[src/rtl/twotoone_mux_arb_pkg.sv]
// Shared types and constants for the two-requester mux arbiter.
package twotoone_mux_arb_pkg;

    typedef enum logic [1:0] {
        IDLE  = 2'd0,
        OWN_A = 2'd1,
        OWN_B = 2'd2
    } arb_state_e;

    localparam logic SEL_A = 1'b0;
    localparam logic SEL_B = 1'b1;

    localparam int DEF_MAX_HOLD = 8;

endpackage

[src/rtl/twotoone_mux_nand_behav_using_always.sv]
// 2:1 mux built from NAND terms, described behaviourally; S=0 selects A, S=1 selects B.
module twotoone_mux_nand_behav_using_always (
    input  logic S,
    input  logic A,
    input  logic B,
    output logic Z
);

    logic nandA;
    logic nandB;

    always_comb begin
        nandA = ~(A & ~S);
        nandB = ~(B & S);
        Z     = ~(nandA & nandB);
    end

endmodule

[src/rtl/twotoone_mux_arbiter.sv]
// Round-robin arbiter that owns the select of a shared 2:1 mux and registers
// the selected bit onto Z with a VALID qualifier.
module twotoone_mux_arbiter
    import twotoone_mux_arb_pkg::*;
#(
    parameter int MAX_HOLD = DEF_MAX_HOLD,
    parameter int CNT_W    = 4
) (
    input  logic clk,
    input  logic rst_n,
    input  logic REQ_A,
    input  logic REQ_B,
    input  logic A,
    input  logic B,
    output logic GNT_A,
    output logic GNT_B,
    output logic S,
    output logic Z,
    output logic VALID
);

    localparam logic [CNT_W-1:0] HOLD_LIMIT = CNT_W'(MAX_HOLD - 1);

    arb_state_e       state_q, state_d;
    logic [CNT_W-1:0] cnt_q, cnt_d;
    logic             lastB_q, lastB_d;
    logic             sel_q, sel_d;
    logic             z_q;
    logic             valid_q;
    logic             muxZ;
    logic             ownReq;
    logic             otherReq;

    twotoone_mux_nand_behav_using_always u_mux (
        .S (sel_q),
        .A (A),
        .B (B),
        .Z (muxZ)
    );

    always_comb begin
        state_d  = state_q;
        cnt_d    = cnt_q;
        lastB_d  = lastB_q;
        sel_d    = sel_q;
        ownReq   = (state_q == OWN_A) ? REQ_A : REQ_B;
        otherReq = (state_q == OWN_A) ? REQ_B : REQ_A;

        case (state_q)
            IDLE: begin
                if (REQ_A && REQ_B)
                    state_d = lastB_q ? OWN_A : OWN_B;
                else if (REQ_A)
                    state_d = OWN_A;
                else if (REQ_B)
                    state_d = OWN_B;
            end
            OWN_A, OWN_B: begin
                // The counter only measures how long the other side has been kept waiting.
                if (ownReq && !(otherReq && (cnt_q == HOLD_LIMIT)))
                    cnt_d = otherReq ? cnt_q + CNT_W'(1) : '0;
                else if (otherReq)
                    state_d = (state_q == OWN_A) ? OWN_B : OWN_A;
                else
                    state_d = IDLE;
            end
            default: state_d = IDLE;
        endcase

        if ((state_d != state_q) && (state_d != IDLE)) begin
            cnt_d   = '0;
            lastB_d = (state_d == OWN_B);
            sel_d   = (state_d == OWN_B) ? SEL_B : SEL_A;
        end
    end

    always_ff @(posedge clk or negedge rst_n) begin
        if (!rst_n) begin
            state_q <= IDLE;
            cnt_q   <= '0;
            lastB_q <= 1'b1;
            sel_q   <= SEL_A;
            z_q     <= 1'b0;
            valid_q <= 1'b0;
        end else begin
            state_q <= state_d;
            cnt_q   <= cnt_d;
            lastB_q <= lastB_d;
            sel_q   <= sel_d;
            z_q     <= muxZ;
            valid_q <= GNT_A | GNT_B;
        end
    end

    assign GNT_A = (state_q == OWN_A);
    assign GNT_B = (state_q == OWN_B);
    assign S     = sel_q;
    assign Z     = z_q;
    assign VALID = valid_q;

endmodule

[config.mk]
export PLATFORM = sky130hd
export DESIGN_NAME = twotoone_mux_arbiter
export DESIGN_NICKNAME = d
export VERILOG_FILES = /design/src/rtl/twotoone_mux_arb_pkg.sv /design/src/rtl/twotoone_mux_nand_behav_using_always.sv /design/src/rtl/twotoone_mux_arbiter.sv
export SDC_FILE = /design/constraint.sdc
export NUM_CORES = 1
export LEC_CHECK = 0
export CORE_MARGIN = 5
export CORE_UTILIZATION = 48
export CTS_CLUSTER_SIZE = 28
export DETAILED_ROUTE_END_ITERATION = 10
export PLACE_DENSITY_LB_ADDON = 0.12
export SKIP_LAST_GASP = 1
export SLEW_MARGIN = 20
export SYNTH_ARGS = -nofsm -noshare
export SYNTH_HDL_FRONTEND = slang
export SYNTH_SLANG_ARGS = --single-unit
[constraint.sdc]
create_clock -name clk -period 2.5 [get_ports clk]
set_input_delay 0.75 -clock clk [delete_from_list [all_inputs] [get_ports clk]]
set_output_delay 0.75 -clock clk [all_outputs]
set_load 0.02 [all_outputs]
==> results of run 1 <==
worst max-delay path by stage:
| stage | start | endpoint | slack [ns] | depth (start not counted) |
|---|---|---|---|---|
| finish | state_q[0] | GNT_B | 0.12 | 3 |
| global route | state_q[0] | GNT_B | 0.02 | 3 |
| detailed placement | REQ_A | lastB_q | -0.21 | 8 |
| floorplan | state_q[1] | cnt_q[0] | 0.06 | 8 |
| global placement | REQ_A | lastB_q | -0.16 | 8 |
| CTS | REQ_A | lastB_q | 0.06 | 8 |
per-layer routing:
layer  share of wire (%)  GRT usage, %  wire (um)  vias up
li1                    -             -          -      399
met2                  50          29.5       1010       18
met3                 4.3          3.66         85        4
met1                  44          20.6        886      368
met4                 1.0          6.38         20        0
met5                   0             0          0        -
flip-flops by register name, indices dropped and copies added, names as in the netlist:
| register | cells |
|---|---|
| state_q | 2 |
| S | 1 |
| cnt_q | 4 |
| VALID | 1 |
| Z | 1 |
| lastB_q | 1 |
per-stage QoR:
| stage | utilization (%) | instances | cell area (um^2) | worst slack, ns | hold WS, ns |
|---|---|---|---|---|---|
| after global routing | 67.3 | 144 | 1170 | 0.0197 | 0.602 |
| final | 67.3 | 144 | 1170 | 0.118 | 0.568 |
| after CTS | 66.7 | 144 | 1160 | 0.0579 | 0.580 |
| after floorplan | - | 91 | 888 | 0.0625 | 0.454 |
| after detailed placement | 64.6 | 140 | 1130 | -0.214 | 0.559 |
| after global placement | 64.6 | 140 | 1130 | -0.163 | 0.545 |
cell usage after synthesis (2+ instances only):
cell / number / share of area, %
nand2_1: 4 / 1.7
clkbuf_1: 2 / 0.85
inv_1: 6 / 2.5
buf_6: 2 / 2.5
nor2b_1: 2 / 1.4
mux2_2: 2 / 2.5
o21ai_0: 3 / 1.7
nand3_1: 2 / 1.1
mux2i_1: 2 / 2.3
nor3b_1: 3 / 2.5
o221ai_1: 2 / 2.0
a211oi_1: 2 / 1.7
and2_1: 2 / 1.4
a21oi_1: 7 / 4.0
nor2_1: 5 / 2.1
nor3_1: 4 / 2.3
or2b_1: 2 / 1.7
ha_1: 6 / 8.5
dfrtp_1: 9 / 25
cell families after synthesis:
family,after synthesis,share of synthesized area [%]
mux,5,6.36
simple gates,31,22.6
flops,10,28.4
buf+inv,11,6.50
fa+ha+maj,6,8.47
compound gates,28,27.7
final cells by class:
cell class / count / area share (%)
flip-flops and latches: 10 / 21.4
repair buffers: 29 / 20.9
inverters: 6 / 1.92
clock buffers: 4 / 3.09
well taps: 25 / 2.66
multi-input cells: 70 / 50.1
worst max-delay path, stage by stage, from the launching register on:
cell	delay [ns]
dfrtp_1	0.50
inv_1	0.13
ha_1	0.21
clkdlybuf4s50_1	0.53
power breakdown:
group	internal [mW]	switching [mW]
combinational	0.482	0.480
clock	0.0885	0.0549
sequential	0.222	0.0513
==> reports/metrics.cfg, run 1 <==
[outcome]
status = finished, final reports clean

[place]
gp_congestion = 0.819
io_buffers = 10
dp_hpwl_um = 1610

[power_and_ir_drop]
p_leak_nw = 0.514
powerDensity_mw_per_mm2 = 1170
power_mw = 1.38
vdd_drop_max_mv = 0.773

[finish]
syn2layout_area_growth_pct = 32.6
final_nets = 132
final_cell_mix = 19 x buf_4, 9 x dfrtp_1, 9 x clkdlybuf4s50_1, 7 x a21oi_1, 6 x inv_1
multi_input_area_um2 = 588
regArea_um2 = 251
n_antenna_cell = 0
drive_gt1_share_pct = 29.4
n_fill_cell = 146
mostFrequentLayoutCell = buf_4

[timing]
slew_violations = 0
max_slew_margin_pct = 66.2
setup_viol = 0
setup_tns_ns = 0
final_hold_viol_count = 0
max_freq_mhz = 420
fin_skew_ns = 0.000866
fin_crit_sh_pct = 95.3
worst_pin_slew_ns = 0.503
min_period_ns = 2.38
grt_setup_unrepaired = no

[clock_tree]
clk_pin_slew_ns = 0.06
cts_sinks = 10
cts_tree = done
h-tree-depth = 1
post_cts.repair.setup_buffers = 0
clockBufferDepth = 2
cts_hold_buf = 0
clockRootBuffer = clkbuf_4
cts_made_buffers = 3
clk_latency_ns = 0.26
ctsResizeCount = 0

[critical_path]
crit_fanout = 8
start_kind = flop
worstSetupEndpointType = output port
reg2reg_from = state_q[0]
r2r_slack_ns = 0.23
cp.required_ns = 1.75
setup.worst_path.class = flop to output port
rr_worst_depth = 7
r2r-end = cnt_q[0]
worstPathArrival_ns = 1.63

[logic_synthesis]
synth_cell_types = 43
synthesis.instances = 91
yosysSeqAreaShare_pct = 28.4
synth_nets = 103
syn_area_um2 = 886
synth_area_per_cell_um2 = 9.73
synth_flop_cell = dfrtp_1
synth_edf_count = 0
ys_ff_latch = 10
yosysWarnings = 0
ys_async_sr_fraction_pct = 100

[floorplanning]
die_w_um = 53.0
die_height_um = 53.0
die-area_mm2 = 0.00280
initial_core_util_pct = 50.8
row_count = 15
coreArea_mm2 = 0.00175
pin_count = 11

[routing]
ant_nets = 0
wl_per_cell_um = 13.9
dr_total_vias = 789
drt_iter0_drc = 14
routed_wl_um = 2000
dr.pass1.iters = 4
drc_errors = 0
vias_per_cell = 5.48

[grt]
grt_pass1_wl_um = 3440
grt_usage_pct = 17.1
first_global_vias = 769
overflow = 0
grt_antenna_before_repair = 0
grt_max_degree = 13

[run]
maxCapViolCount = 0

[min_path]
hold_path_class = flop to flop
min_path_cells = 2
whs_endpoint = lastB_q
min_from = lastB_q

No activity file was read; power rests on OpenSTA's default activity.
==> run 2, diff against run 1 <==
--- a/config.mk
+++ b/config.mk
@@ -9,7 +9,7 @@
 export CORE_UTILIZATION = 48
 export CTS_CLUSTER_SIZE = 28
 export DETAILED_ROUTE_END_ITERATION = 10
-export PLACE_DENSITY_LB_ADDON = 0.12
+export PLACE_DENSITY_LB_ADDON = 0.3
 export SKIP_LAST_GASP = 1
 export SLEW_MARGIN = 20
 export SYNTH_ARGS = -nofsm -noshare
==> run 2 against run 1 <==
Against the previous run: count of clock-buffer cells in the layout is the same; critical path depth unchanged; critical path type unchanged; largest power group unchanged; first-iteration DRC count increased by 14%; utilization shrank 0.29 points; non-clock buffer count decreased by 3; highest routed layer unchanged; register-to-register slack got worse by 0.09 ns.
==> reports/metrics.cfg, run 2 (synthesis results as in run 1) <==
[routing]
drt_iter0_drc = 16  ; +2
wl_per_cell_um = 14.4  ; +3.7%
dr.pass1.iters = 5  ; +1
routed_wl_um = 2030  ; +1.6%
drc_errors = 0  ; unchanged
ant_nets = 0  ; unchanged
vias_per_cell = 5.67  ; +3.6%
dr_total_vias = 800  ; +1.4%

[finish]
n_fill_cell = 142  ; -2.7%
reg_top3 = cnt_q: 4 flops, state_q: 2 flops
final_cell_area_mm2 = 0.00117  ; -0.43%
fin_cells = 141  ; -2.1%
multi_input_area_um2 = 603  ; +2.6%
drive_gt1_share_pct = 28.4  ; -0.96 points
final_cell_mix = 16 x buf_4, 9 x dfrtp_1, 8 x clkdlybuf4s50_1, 7 x a21oi_1, 6 x inv_1
regArea_um2 = 251  ; unchanged
syn2layout_area_growth_pct = 32.1
fin_util_pct = 67.0  ; -0.29 points
n_antenna_cell = 0  ; unchanged
largest_reg_flops = 4  ; unchanged
top_register = cnt_q
mostFrequentLayoutCell = buf_4
final_nets = 129  ; -2.3%

[power_and_ir_drop]
vdd_drop_max_mv = 0.885  ; +15%
powerDensity_mw_per_mm2 = 1200  ; +2.0%
p_leak_nw = 0.511  ; -0.60%

[place]
dp_hpwl_um = 1620  ; +0.15%
io_buffers = 10  ; unchanged
dpl_cell_area_mm2 = 0.00110  ; -2.0%
gp_congestion = 0.837  ; +2.2%
dp.cells = 137  ; -2.1%

[clock_tree]
ctsResizeCount = 1  ; +1
cts_hold_buf = 0  ; unchanged
clockBufferDepth = 2  ; unchanged
cts_tree = done
h-tree-depth = 1  ; unchanged
cts_made_buffers = 3  ; unchanged
clk_latency_ns = 0.26  ; about the same
clk_pin_slew_ns = 0.07  ; about the same
clockRootBuffer = clkbuf_4
post_cts.repair.setup_buffers = 0  ; unchanged
cts_sinks = 10  ; unchanged

[critical_path]
slowest_delay_ns = 0.54  ; about the same
start_kind = flop
cpLargestDelayFamily = buffers and inverters
crit_slowest_cell = clkdlybuf4s50_1
path_cells = inv_1 > ha_1 > clkdlybuf4s50_1
cp.required_ns = 1.75  ; about the same
crit_fanout = 6  ; -2
worstPathArrival_ns = 1.66  ; +0.03 ns
setup.worst_path.class = flop to output port
worstSetupEndpointType = output port
cp_num_buf_inv = 2  ; unchanged

[timing]
grt_setup_unrepaired = no
final_hold_viol_count = 0  ; unchanged
worst_pin_slew_ns = 0.446  ; -0.0579 ns
max_slew_margin_pct = 70.2  ; +4.0 points
max_freq_mhz = 415  ; -1.2%
holdWs_ns = 0.554  ; -0.0139 ns
fin_crit_sh_pct = 96.4  ; +1.1 points
slew_violations = 0  ; unchanged
fin_skew_ns = 0.000609  ; -0.000257 ns
min_period_ns = 2.41  ; +0.0286 ns
setup_viol = 0  ; unchanged

[floorplanning]
die_height_um = 53.0  ; unchanged
die-area_mm2 = 0.00280  ; unchanged
coreArea_mm2 = 0.00175  ; unchanged
initial_core_util_pct = 50.8  ; unchanged
row_count = 15  ; unchanged
pin_count = 11  ; unchanged
die_w_um = 53.0  ; unchanged

[grt]
grt_antenna_before_repair = 0  ; unchanged
grt_usage_pct = 18.1  ; +1.0 points
grt_pass1_wl_um = 3680  ; +7.2%
grt_max_degree = 13  ; unchanged
overflow = 0  ; unchanged
first_global_vias = 823  ; +7.0%

[min_path]
hold_path_class = flop to flop

[run]
maxCapViolCount = 0  ; unchanged

[outcome]
status = finished, final reports clean

[run 2: area by class of cell]
type | instances | area share [%]
inverter | 6 | 1.93
multi-input combinational | 70 | 51.6
clock buffer | 4 | 3.10
tap | 25 | 2.67
sequential | 10 | 21.5
timing repair buffer | 26 | 19.3
[run 2: metrics by stage]
stage / setup slack, ns / TNS [ns] / power (mW)
floorplan: 0.0625 / 0 / 0.874
global placement: -0.190 / -1.10 / 1.19
detailed placement: -0.306 / -1.68 / 1.22
CTS: 0.00857 / 0 / 1.38
global route: 0.00894 / 0 / 1.51
finish: 0.0897 / 0 / 1.40
[run 2: power by group]
group          switching [mW]  internal [mW]
registers              0.0554          0.222
logic                   0.500          0.480
clock network          0.0555         0.0883
[run 2: per-layer routing]
metal / track usage (%) / up-vias / wire length, um
li1: - / 393 / -
met1: 21.1 / 360 / 828
met2: 31.0 / 37 / 1020
met3: 3.66 / 10 / 137
met4: 9.36 / 0 / 42
met5: 0 / - / 0
[run 2: final timing paths]
check                            from          to  slack [ns]  cells after the start
max                        state_q[0]       GNT_B        0.09                      3
min                           lastB_q     lastB_q        0.55                      2
max reg2reg                state_q[0]    cnt_q[3]        0.14                      7
min reg2reg                   lastB_q     lastB_q        0.55                      2
max in group asynchronous       rst_n     lastB_q        1.37                      1
min in group asynchronous       rst_n  state_q[1]        0.80                      1
[run 2: worst reg2reg max path: stages, from the launching register on]
cell	delay [ns]
dfrtp_1	0.52
inv_1	0.13
ha_1	0.41
inv_1	0.12
a2111oi_4	0.39
o31ai_2	0.17
nor4_4	0.39
nor3_1	0.10
==> run 3, diff against run 2 <==
--- a/config.mk
+++ b/config.mk
@@ -5,8 +5,10 @@
 export SDC_FILE = /design/constraint.sdc
 export NUM_CORES = 1
 export LEC_CHECK = 0
-export CORE_MARGIN = 5
-export CORE_UTILIZATION = 48
+export CELL_PAD_IN_SITES_DETAIL_PLACEMENT = 0
+export CELL_PAD_IN_SITES_GLOBAL_PLACEMENT = 1
+export CORE_MARGIN = 2
+export CORE_UTILIZATION = 37
 export CTS_CLUSTER_SIZE = 28
 export DETAILED_ROUTE_END_ITERATION = 10
 export PLACE_DENSITY_LB_ADDON = 0.3
==> run 3 against run 2 <==
Against the previous run: register-to-register slack gained 0.07 ns; flip-flop and latch count is the same; fmax down 0.51%; power decreased by 2.8%; critical endpoint is now S; largest cell class unchanged.
==> reports/metrics.cfg, run 3 (synthesis results as in run 1) <==
[finish]
top_register = cnt_q
reg_top3 = cnt_q: 4 flops, state_q: 2 flops
largest_reg_flops = 4  ; unchanged
final_nets = 129  ; unchanged
mostFrequentLayoutCell = buf_4
final_cell_area_mm2 = 0.00116  ; -0.43%
final_cell_mix = 16 x buf_4, 8 x dfrtp_1, 8 x clkdlybuf4s50_1, 7 x a21oi_1, 6 x inv_1
syn2layout_area_growth_pct = 31.5
drive_gt1_share_pct = 29.3  ; +0.86 points
n_antenna_cell = 0  ; unchanged

[clock_tree]
clk_latency_ns = 0.25  ; about the same
cts_sinks = 10  ; unchanged
clk_pin_slew_ns = 0.07  ; about the same
cts_tree = done
cts_hold_buf = 0  ; unchanged
clockBufferDepth = 2  ; unchanged
cts_made_buffers = 3  ; unchanged
h-tree-depth = 1  ; unchanged
clockRootBuffer = clkbuf_4
post_cts.repair.setup_buffers = 0  ; unchanged

[routing]
drc_errors = 0  ; unchanged
drt_iter0_drc = 5  ; -11
routed_wl_um = 1970  ; -3.0%
dr.pass1.iters = 4  ; -1
wl_per_cell_um = 13.7  ; -5.0%
vias_per_cell = 5.32  ; -6.2%
dr_total_vias = 766  ; -4.3%
ant_nets = 0  ; unchanged

[grt]
overflow = 0  ; unchanged
first_global_vias = 777  ; -5.6%
grt_max_degree = 13  ; unchanged
grt_pass1_wl_um = 3350  ; -9.2%
grt_usage_pct = 15.9  ; -2.2 points
grt_antenna_before_repair = 0  ; unchanged

[critical_path]
crit_fanout = 4  ; -2
setup.worst_path.class = input pin to flop
critical_path.most_common_cell = buf_4
cp.required_ns = 2.66  ; +0.91 ns
path_cells = clkdlybuf4s50_1 > mux2_2 > buf_4 > o2111a_1 > o31ai_2 > buf_4 > nand2_1 > o221ai_1
worstPathArrival_ns = 2.58  ; +0.92 ns
r2r_slack_ns = 0.21  ; +0.07 ns
slowest_delay_ns = 0.51  ; -0.03 ns
worstSetupEndpointType = flop
crit_slowest_cell = clkdlybuf4s50_1
start_kind = input pin

[place]
gp_congestion = 0.822  ; -1.9%
io_buffers = 10  ; unchanged
dp_hpwl_um = 1550  ; -4.1%
dpl_cell_area_mm2 = 0.00111  ; +0.34%

[power_and_ir_drop]
powerDensity_mw_per_mm2 = 1170  ; -2.3%
p_leak_nw = 0.514  ; +0.59%
vdd_drop_max_mv = 0.675  ; -24%

[timing]
min_period_ns = 2.42  ; +0.0125 ns
max_freq_mhz = 413  ; -0.51%
max_slew_margin_pct = 70.4  ; +0.20 points
slew_violations = 0  ; unchanged
fin_crit_sh_pct = 96.9  ; +0.50 points
worst_pin_slew_ns = 0.442  ; -0.00303 ns
fin_skew_ns = 0.00311  ; +0.00250 ns
holdWs_ns = 0.555  ; +0.00118 ns
setup_viol = 0  ; unchanged
final_hold_viol_count = 0  ; unchanged

[floorplanning]
die_w_um = 52.9  ; about the same
initial_core_util_pct = 39.7  ; -11 points
die-area_mm2 = 0.00280  ; -0.11%
row_count = 17  ; +2
pin_count = 11  ; unchanged
coreArea_mm2 = 0.00223  ; +28%
die_height_um = 52.9  ; about the same

[run]
maxCapViolCount = 0  ; unchanged

[min_path]
hold_path_class = flop to flop

[outcome]
status = finished, final reports clean

[run 3: cell types whose count changed in the layout (fill, tap and decap cells not counted)]
cell     delta
ha_4        -1
dfrtp_1     -1
ha_2        +1
dfrtp_2     +1
[run 3: final timing paths]
check / startpoint / endpoint / cells past startpoint
max: REQ_B / S / 8
min: lastB_q / lastB_q / 2
max reg2reg: state_q[1] / S / 9
min reg2reg: lastB_q / lastB_q / 2
max in group asynchronous: rst_n / lastB_q / 1
min in group asynchronous: rst_n / S / 1
[run 3: layout make-up]
class / instances / area, um^2
Inverter: 6 / 22.5
Tap cell: 28 / 35.0
Clock buffer: 4 / 36.3
Multi-Input combinational cell: 70 / 593
Timing Repair Buffer: 26 / 225
Sequential cell: 10 / 253
Fill cell: 221 / 1070
[run 3: per-layer routing]
metal	track usage, %	share of wire, %
met4	3.85	0
met5	0	0
met2	30.4	50
met3	0.847	2.4
met1	19.1	47
[run 3: worst max-delay path, delay by kind of cell]
family,cells,cell delay [ns]
buf+inv,3,0.86
compound gates,3,0.61
mux,1,0.32
simple gates,1,0.05
[run 3: report_power, final]
part / internal (mW) / switching, mW
sequential: 0.224 / 0.0568
combinational: 0.460 / 0.482
clock: 0.0882 / 0.0513
total: 0.772 / 0.590
[run 3: per-stage QoR]
step | util [%] | total power, mW | std cells | setup TNS (ns) | worst slack, ns
global placement | 49.6 | 1.20 | 140 | -1.04 | -0.190
finish | 52.2 | 1.36 | 144 | 0 | 0.0773
global route | 52.2 | 1.47 | 144 | -0.0138 | -0.0138
detailed placement | 49.6 | 1.21 | 140 | -1.55 | -0.281
floorplan | - | 0.874 | 91 | 0 | 0.0625
CTS | 51.5 | 1.37 | 144 | 0 | 0.0173
[run 3: what timing repair did]
action	in CTS	in global routing
resized for setup	2	4
setup endpoints to repair	5	7
pin swaps	0	2
